[src/rtl/vx_reseed_pkg.sv]
// Shared state encoding and default widths for the dcache reseed controller.
package vx_reseed_pkg;
  typedef enum logic [1:0] {
    ST_IDLE   = 2'd0,
    ST_DRAIN  = 2'd1,
    ST_RESEED = 2'd2,
    ST_SETTLE = 2'd3
  } reseed_state_e;

  localparam int RESEED_NUM_REQUESTS  = 4;
  localparam int RESEED_INTERVAL_W    = 24;
  localparam int RESEED_OUTST_W       = 8;
  localparam int RESEED_SETTLE_CYCLES = 4;
endpackage

[src/rtl/vx_popcount.sv]
// Combinational population count of an N-bit lane mask.
module vx_popcount
  import vx_reseed_pkg::*;
#(
  parameter int N = RESEED_NUM_REQUESTS
) (
  input  logic [N-1:0]             i_bits,
  output logic [$clog2(N+1)-1:0]   o_cnt
);
  localparam int CW = $clog2(N+1);

  always_comb begin
    o_cnt = '0;
    for (int i = 0; i < N; i++) begin
      o_cnt = o_cnt + CW'(i_bits[i]);
    end
  end
endmodule

[src/rtl/vx_dcache_reseed_ctrl.sv]
// Gates core dcache requests, drains outstanding reads, then pulses a placement reseed.
// Optional VX_RESEED_PERF_EN adds reseed and stall performance counters.
module vx_dcache_reseed_ctrl
  import vx_reseed_pkg::*;
#(
  parameter int NUM_REQUESTS  = RESEED_NUM_REQUESTS,
  parameter int INTERVAL_W    = RESEED_INTERVAL_W,
  parameter int OUTST_W       = RESEED_OUTST_W,
  parameter int SETTLE_CYCLES = RESEED_SETTLE_CYCLES
) (
  input  logic                    clk,
  input  logic                    reset,
  input  logic [INTERVAL_W-1:0]   cfg_interval,
  input  logic                    reseed_req,
  input  logic [NUM_REQUESTS-1:0] req_valid_in,
  input  logic [NUM_REQUESTS-1:0] req_rw_in,
  output logic                    req_ready_in,
  output logic [NUM_REQUESTS-1:0] req_valid_out,
  input  logic                    req_ready_out,
  input  logic [NUM_REQUESTS-1:0] rsp_valid,
  input  logic                    rsp_ready,
  output logic                    reseed,
  output logic                    busy
`ifdef VX_RESEED_PERF_EN
  ,
  output logic [31:0]             perf_reseeds,
  output logic [31:0]             perf_stall_cycles
`endif
);
  localparam int PCW = $clog2(NUM_REQUESTS+1);
  localparam int SW  = (SETTLE_CYCLES > 1) ? $clog2(SETTLE_CYCLES) : 1;

  reseed_state_e         r_state, w_state_nxt;
  logic [SW-1:0]         r_settle, w_settle_nxt;
  logic                  r_pending, w_pending_nxt;
  logic [INTERVAL_W-1:0] r_icnt, w_icnt_nxt;
  logic [OUTST_W-1:0]    r_outst, w_outst_nxt;

  logic                  w_open, w_fire, w_rsp_acc;
  logic [PCW-1:0]        w_acc_cnt, w_rsp_cnt, w_add_cnt, w_sub_cnt;
  logic [OUTST_W:0]      w_up, w_dn, w_diff;
  logic                  w_ovf, w_udf;

  assign w_open        = (r_state == ST_IDLE) & ~reset;
  assign req_valid_out = req_valid_in & {NUM_REQUESTS{w_open}};
  assign req_ready_in  = req_ready_out & w_open;
  assign w_fire        = w_open & (|req_valid_in) & req_ready_out;
  assign w_rsp_acc     = (|rsp_valid) & rsp_ready;
  assign reseed        = (r_state == ST_RESEED) & ~reset;
  assign busy          = (r_state != ST_IDLE) & ~reset;

  vx_popcount #(.N(NUM_REQUESTS)) u_pc_acc (
    .i_bits (req_valid_in & ~req_rw_in),
    .o_cnt  (w_acc_cnt)
  );

  vx_popcount #(.N(NUM_REQUESTS)) u_pc_rsp (
    .i_bits (rsp_valid),
    .o_cnt  (w_rsp_cnt)
  );

  // Outstanding reads: one extra bit of headroom to detect over/underflow before saturating.
  assign w_add_cnt   = w_fire    ? w_acc_cnt : '0;
  assign w_sub_cnt   = w_rsp_acc ? w_rsp_cnt : '0;
  assign w_up        = {1'b0, r_outst} + (OUTST_W+1)'(w_add_cnt);
  assign w_dn        = (OUTST_W+1)'(w_sub_cnt);
  assign w_udf       = w_dn > w_up;
  assign w_diff      = w_up - w_dn;
  assign w_ovf       = ~w_udf & w_diff[OUTST_W];
  assign w_outst_nxt = w_udf ? '0 : (w_ovf ? '1 : w_diff[OUTST_W-1:0]);

  assign w_icnt_nxt  = (w_fire && !(&r_icnt)) ? r_icnt + 1'b1 : r_icnt;

  always_ff @(posedge clk) begin
    if (reset) begin
      r_state   <= ST_IDLE;
      r_settle  <= '0;
      r_pending <= 1'b0;
    end else begin
      r_state   <= w_state_nxt;
      r_settle  <= w_settle_nxt;
      r_pending <= w_pending_nxt;
    end
  end

  always_comb begin
    w_state_nxt   = r_state;
    w_settle_nxt  = r_settle;
    w_pending_nxt = r_pending | reseed_req;
    case (r_state)
      ST_IDLE: begin
        if (r_pending || reseed_req ||
            (cfg_interval != '0 && w_icnt_nxt >= cfg_interval)) begin
          w_state_nxt = ST_DRAIN;
        end
      end
      ST_DRAIN: begin
        if (r_outst == '0) begin
          w_state_nxt   = ST_RESEED;
          w_pending_nxt = 1'b0;
        end
      end
      ST_RESEED: begin
        w_state_nxt   = ST_SETTLE;
        w_settle_nxt  = '0;
        w_pending_nxt = 1'b0;
      end
      ST_SETTLE: begin
        // Requests arriving while closed are absorbed by the reseed already under way.
        w_pending_nxt = 1'b0;
        if (r_settle == SW'(SETTLE_CYCLES-1)) begin
          w_state_nxt = ST_IDLE;
        end else begin
          w_settle_nxt = r_settle + 1'b1;
        end
      end
      default: w_state_nxt = ST_IDLE;
    endcase
  end

  always_ff @(posedge clk) begin
    if (reset) begin
      r_icnt  <= '0;
      r_outst <= '0;
    end else begin
      r_icnt  <= (r_state == ST_RESEED) ? '0 : w_icnt_nxt;
      r_outst <= w_outst_nxt;
    end
  end

`ifdef VX_RESEED_PERF_EN
  always_ff @(posedge clk) begin
    if (reset) begin
      perf_reseeds      <= '0;
      perf_stall_cycles <= '0;
    end else begin
      if (r_state == ST_RESEED) perf_reseeds <= perf_reseeds + 32'd1;
      if ((|req_valid_in) && !w_open) perf_stall_cycles <= perf_stall_cycles + 32'd1;
    end
  end
`endif

  a_outst_ovf: assert property (@(posedge clk) disable iff (reset) !w_ovf);
  a_outst_udf: assert property (@(posedge clk) disable iff (reset) !w_udf);
endmodule

[config.mk]
export PLATFORM = sky130hd
export DESIGN_NAME = vx_dcache_reseed_ctrl
export DESIGN_NICKNAME = d
export VERILOG_FILES = /design/src/rtl/vx_reseed_pkg.sv /design/src/rtl/vx_popcount.sv /design/src/rtl/vx_dcache_reseed_ctrl.sv
export SDC_FILE = /design/constraint.sdc
export NUM_CORES = 1
export LEC_CHECK = 0
export ABC_AREA = 1
export CORE_MARGIN = 2
export CORE_UTILIZATION = 45
export CTS_BUF_LIST = sky130_fd_sc_hd__clkbuf_8
export DETAILED_ROUTE_END_ITERATION = 7
export PLACE_DENSITY = 0.67
export SLEW_MARGIN = 10
export SYNTH_ARGS = -nofsm -noshare
export SYNTH_HDL_FRONTEND = slang
export SYNTH_HIERARCHICAL = 1
export SYNTH_SLANG_ARGS = --single-unit
export TNS_END_PERCENT = 20
[constraint.sdc]
create_clock -name clk -period 4.9 [get_ports clk]
set_clock_uncertainty 0.15 [all_clocks]
set_input_delay 0.735 -clock clk [delete_from_list [all_inputs] [get_ports clk]]
set_output_delay 0.735 -clock clk [all_outputs]
set_load 0.005 [all_outputs]
Yosys cells after proc, flatten, opt, wreduce, memory -nomap -nowiden
Cells that the tools add are included.
- output and inout bits: 7
- bits in registers: 37
- bits of input ports: 41
- mux-type cells: 12
- reductions and logical operators: 18
- equal/unequal tests: 8
- bitwise operators: 14
- add/subtract/negate cells: 10
- $lt $le $gt $ge: 2
- operator list (cell ; count):
    24-bit by 1-bit adder with 24-bit output (second input constant) ; 1
    24-bit >= comparator ; 1
    24-bit two-way mux ; 1
    24-bit AND reduction ; 1
    24-bit nonzero test ; 1
    3-bit by 1-bit adder with 3-bit output ; 4
    8-bit by 3-bit adder with 9-bit output ; 1
    3-bit by 9-bit > comparator with 1-bit output ; 1
    9-bit by 3-bit subtractor with 9-bit output ; 1
    1-bit AND ; 8
    4-bit AND ; 2
    8-bit zero test ; 1
    2-bit two-way mux ; 4
    8-bit two-way mux ; 1
    2-bit one-hot mux with 4 select lines ; 1
    4-bit OR reduction ; 2
    2-bit == test (second input constant) ; 3
    3-bit two-way mux ; 2
    2-bit != test (second input constant) ; 3
    2-bit OR reduction ; 3
    1-bit by 1-bit adder with 2-bit output ; 2
    4-bit NOT ; 1
    2-bit one-hot mux with 2 select lines ; 1
    2-bit nonzero test ; 2
    other kinds (13) ; 16

Depth between registers and ports, before layout
- depth after elaboration: 11
- gate-level depth with buffers: 26
- depth with buffers taken out: 25

Modules after synthesis
Netlist, hierarchy kept.
- modules (own cells, without submodules) (module ; area an instance (um2) ; cells each ; instances ; sequential area each (um2)):
    vx_dcache_reseed_ctrl ; 3482.1 ; 530 ; 1 ; 740.7
    vx_popcount ; 63.8 ; 8 ; 2 ; 0.0

Worst setup path before layout
Ideal clock, no wire load.
- path type: input to register
- start: input port req_valid_in[0]
- end: register r_outst[1]
- setup slack: 0.676 ns
- data required time: 4.637 ns
- arrival: 3.961 ns
- cell stages on the path: 23
- cells stage by stage: inv_1 nor2_1 inv_1 fa_1 inv_1 ha_1 inv_1 nor2_1 ha_1 inv_1 fa_1 xnor2_1 ha_1 nand2_1 nor2_1 a211oi_1 nand3_1 nor2_1 nor2_1 nand2_1 nand2_2 o21ai_1 inv_1
- cells in the longest elaborated chain, start to end: 10
- elaborated cells on any way between the ends: 15
- classes of those cells: add/sub (5); order compare (1); mux (2); bitwise (5); reduce/logical (2)
- ends and longest elaborated chain (item ; line ; source):
    start: declaration ; vx_dcache_reseed_ctrl.sv:15 ; input logic [NUM_REQUESTS-1:0] req_valid_in,
    4-bit AND * ; vx_dcache_reseed_ctrl.sv:53 ; .i_bits (req_valid_in & ~req_rw_in),
    1-bit by 1-bit adder with 2-bit output * ; vx_popcount.sv:15 ; o_cnt = o_cnt + CW'(i_bits[i]);
    3-bit by 1-bit adder with 3-bit output * (2 in a row) ; vx_popcount.sv:15 ;
    net w_acc_cnt[0] ; vx_dcache_reseed_ctrl.sv:40 ; logic [PCW-1:0] w_acc_cnt, w_rsp_cnt, w_add_cnt, w_sub_cnt;
    3-bit two-way mux * ; vx_dcache_reseed_ctrl.sv:63 ; assign w_add_cnt = w_fire ? w_acc_cnt : '0;
    8-bit by 3-bit adder with 9-bit output * ; vx_dcache_reseed_ctrl.sv:65 ; assign w_up = {1'b0, r_outst} + (OUTST_W+1)'(w_add_cnt);
    3-bit by 9-bit > comparator with 1-bit output ; vx_dcache_reseed_ctrl.sv:67 ; assign w_udf = w_dn > w_up;
    1-bit NOT ; vx_dcache_reseed_ctrl.sv:69 ; assign w_ovf = ~w_udf & w_diff[OUTST_W];
    1-bit AND ; vx_dcache_reseed_ctrl.sv:69 ;
    8-bit two-way mux ; vx_dcache_reseed_ctrl.sv:70 ; assign w_outst_nxt = w_udf ? '0 : (w_ovf ? '1 : w_diff[OUTST_W-1:0]);
    end signal: assignment ; vx_dcache_reseed_ctrl.sv:127 ; r_outst <= w_outst_nxt;
    end: declaration ; vx_dcache_reseed_ctrl.sv:37 ; logic [OUTST_W-1:0] r_outst, w_outst_nxt;
Mark *: on every way through the listed nets, which the timed path passes. The rest lies on a longest branch.
A chain may end at the register's enable or synchronous reset.

Worst setup path in the final report
- start: input port req_valid_in[0]
- end: register r_outst[6]
Same word-level chain as after synthesis.

==> impl_metrics.tcl <==
set metrics [dict create \
    drc 0 \
    cpLargestDelayFamily "adder cells" \
    r2r_cells 21 \
    finalCritPeriodShare_pct 93.09 \
    hold_viol 0 \
    initial_core_util_pct 46.47 \
    reg2reg_slack_ns 1.04 \
    setup_viol 0 \
    cp_common_cell "inv_1" \
    yosysUniqueCellTypes 44 \
    async_flop_share_pct 0 \
    path_class "in2reg" \
    synth_area_per_cell_um2 6.611 \
    syn-cell-area_mm2 0.003610 \
    cts_buffer_depth 2 \
    cts_tree "built" \
    grt_pass1_wl_mm 13.66 \
    worst-path-buf-inv 8 \
    max_slew.worst_pin.slew_ns 0.8236 \
    slowest_delay_ns 0.53 \
    worstPathRequired_ns 4.94 \
    drv_slew 0 \
    leakage_uw 0.002226 \
    r2r-start "r_state[0]" \
    die_h_um 93.57 \
    crit_path_cell_trace "clkdlybuf4s50_1, inv_1, nor2_1, inv_1, fa_1, inv_1, ha_1, inv_1, nor2_1, ha_1, inv_1, fa_2, inv_1, fa_1, a21oi_2, nand3_1, nor2_2, nand2_1, nand2_1, nand2_2, o21ai_1, inv_1" \
    slew_headroom_pct 44.96 \
    hp-start "r_settle[0]" \
    finish.utilization_pct 55.48 \
    rr_endpoint "r_outst[6]" \
    cts.clk_slew.worst_paths_ns 0.07 \
    stdcell_count 701 \
    fmax_ghz 0.2192 \
    route.detailed.wl_per_inst_um 11.10 \
    place.gp.congestion 0.9073 \
    yosysSeqAreaShare_pct 20.52 \
    grt_max_degree 29 \
    grt_antenna_before_repair 0 \
    vias 3363 \
    outcome "finished, final reports clean" \
    grt_remaining_overflow 0 \
    rows 32 \
    h-tree-depth 2 \
    synth-main-ff-cell "dfxtp_1" \
    ios 48 \
    min_period_ns 4.561 \
    drtIter0Drc 103 \
    drtAntennaViolNets 0 \
    synth.area.top_cells "dfxtp_1 21%, ha_1 14%, inv_1 13%, nand2_1 10%, nor2_1 7.7%" \
    worstSkewPairLatency_ns 0.29 \
    clkSinkCount 37 \
    dp_cells 692 \
    cts_inserted_buffers 5 \
    core_area_mm2 0.007767 \
    yosysTopAreaCellShare_pct 20.52 \
    dpl.hpwl_mm 6.589 \
    viasPerCell 4.797 \
    cp-end-kind "flop" \
    critPathMaxFanout 7 \
    synth_nets 632 \
    area_growth_pct 19.38 \
    grt_pass1_vias 3233 \
    placement.io_buffers 47 \
    final_layout_size_suffix_gt1_share_pct 10.02 \
    critPathLaunchType "input port" \
    diodes 0 \
    min_to "r_settle[0]" \
    crit_slowest_cell "fa_1" \
    post-synth-top-count-cell "inv_1" \
    gr-usage-all-layers_pct 18.87 \
    ctsRootBufferMaster "clkbuf_8" \
    drtPass1Iterations 4 \
    drt-total-wl_mm 7.779 \
    maxCapViolCount 0 \
    hold_path_depth 1 \
    hold_path.class "reg2reg" \
    ir_drop_v 0.0001576 \
    yosys_register_bits 37 \
    setup_tns_ns 0 \
    nets 684 \
    synth_area_leader_cell "dfxtp_1" \
    cts_hold_buf 0 \
    postSynthCellCount 546 \
    crit_arrival_ns 4.60 \
    die_x_um 93.57 \
    yosys_warnings 6 \
    power_density_mw_per_mm2 318.8 \
    dieArea_mm2 0.008754 \
    synth-edff-count 0 \
    yosys-top-cells-count "125 x inv_1, 98 x nand2_1, 74 x nor2_1" \
]
## kinds of logic after synthesis
family	Yosys count	synth area share (%)
buf+inv	133	14.87
simple gates	256	32.44
flops	37	20.52
xor+xnor	28	7.002
fa+ha+maj	45	16.43
compound gates	47	8.735
## worst reg2reg max path, stage by stage (launching register included)
cell and delay [ns]:
dfxtp_1 0.35, inv_1 0.12, ha_1 0.19, inv_1 0.06
nor2_1 0.15, inv_1 0.15, nor3_2 0.22, inv_1 0.08
nor2_1 0.09, ha_1 0.17, inv_1 0.06, fa_2 0.51
inv_1 0.07, fa_1 0.47, a21oi_2 0.18, nand3_1 0.12
nor2_2 0.18, nand2_1 0.09, nand2_1 0.10, nand2_2 0.11
o21ai_1 0.13, inv_1 0.04
## how the worst max path moves through the flow
| stage | startpoint | end | slack, ns | depth (start not counted) |
|---|---|---|---|---|
| 3_3_place_gp | req_valid_in[0] | r_outst[4] | -0.001 | 24 |
| 3_5_place_dp | req_valid_in[0] | r_outst[5] | -0.09 | 24 |
| 5_1_grt | req_valid_in[0] | r_outst[5] | -0.01 | 22 |
| 2_1_floorplan | req_valid_in[0] | r_outst[1] | 0.68 | 23 |
| 6_report | req_valid_in[0] | r_outst[6] | 0.34 | 22 |
| 4_1_cts | req_valid_in[0] | r_outst[6] | 0.21 | 24 |
## flip-flops by register name, indices dropped and copies added (netlist names)
register   cells
r_icnt        24
r_outst        8
r_pending      1
r_settle       2
r_state        2
## power breakdown
part / total [µW] / switching (µW) / internal [µW]
sequential: 425 / 64.9 / 360
clock: 234 / 107 / 127
combinational: 715 / 406 / 308
## placed cells by master (no fill, tap or decap), types with 14 or more instances in the layout
| cell type | count |
|---|---|
| dfxtp_1 | 37 |
| nand2_2 | 14 |
| nand4_1 | 14 |
| xor2_1 | 17 |
| ha_1 | 41 |
| nand2_1 | 98 |
| inv_1 | 125 |
| nor2_1 | 73 |
| clkdlybuf4s50_1 | 47 |
| nand3_1 | 19 |
## area by class of cell
class,count,area (µm²)
Multi-Input combinational cell,376,2364
Clock inverter,1,5.005
Tap cell,102,127.6
Timing Repair Buffer,50,493.0
Fill cell,785,3458
Clock buffer,7,96.34
Sequential cell,37,740.7
Inverter,128,483.0
## what timing repair did
item,in CTS,in global routing
setup buffers,0,1
setup endpoints to repair,0,8
gates resized for setup,0,7
## layer usage
metal  vias to the layer above  track usage [%]  share of wire [%]
li1                       1800                -                  -
met1                      1489            24.79                 50
met2                        64            32.73                 45
met3                        10            2.015                3.6
met4                         0            5.314                1.4
met5                         -                0                  0
## stage by stage
step	worst slack (ns)	instance area (µm²)	total power [µW]	hold WS, ns
2_1_floorplan	0.6757	3610	934.3	0.2822
5_1_grt	-0.01443	4309	1506	0.3407
3_5_place_dp	-0.08988	4169	1115	0.3054
4_1_cts	0.2109	4270	1356	0.3177
3_3_place_gp	-0.001134	4169	1091	0.3020
6_report	0.3385	4309	1374	0.3109
Note: power is estimated with default switching activity, not from simulation.
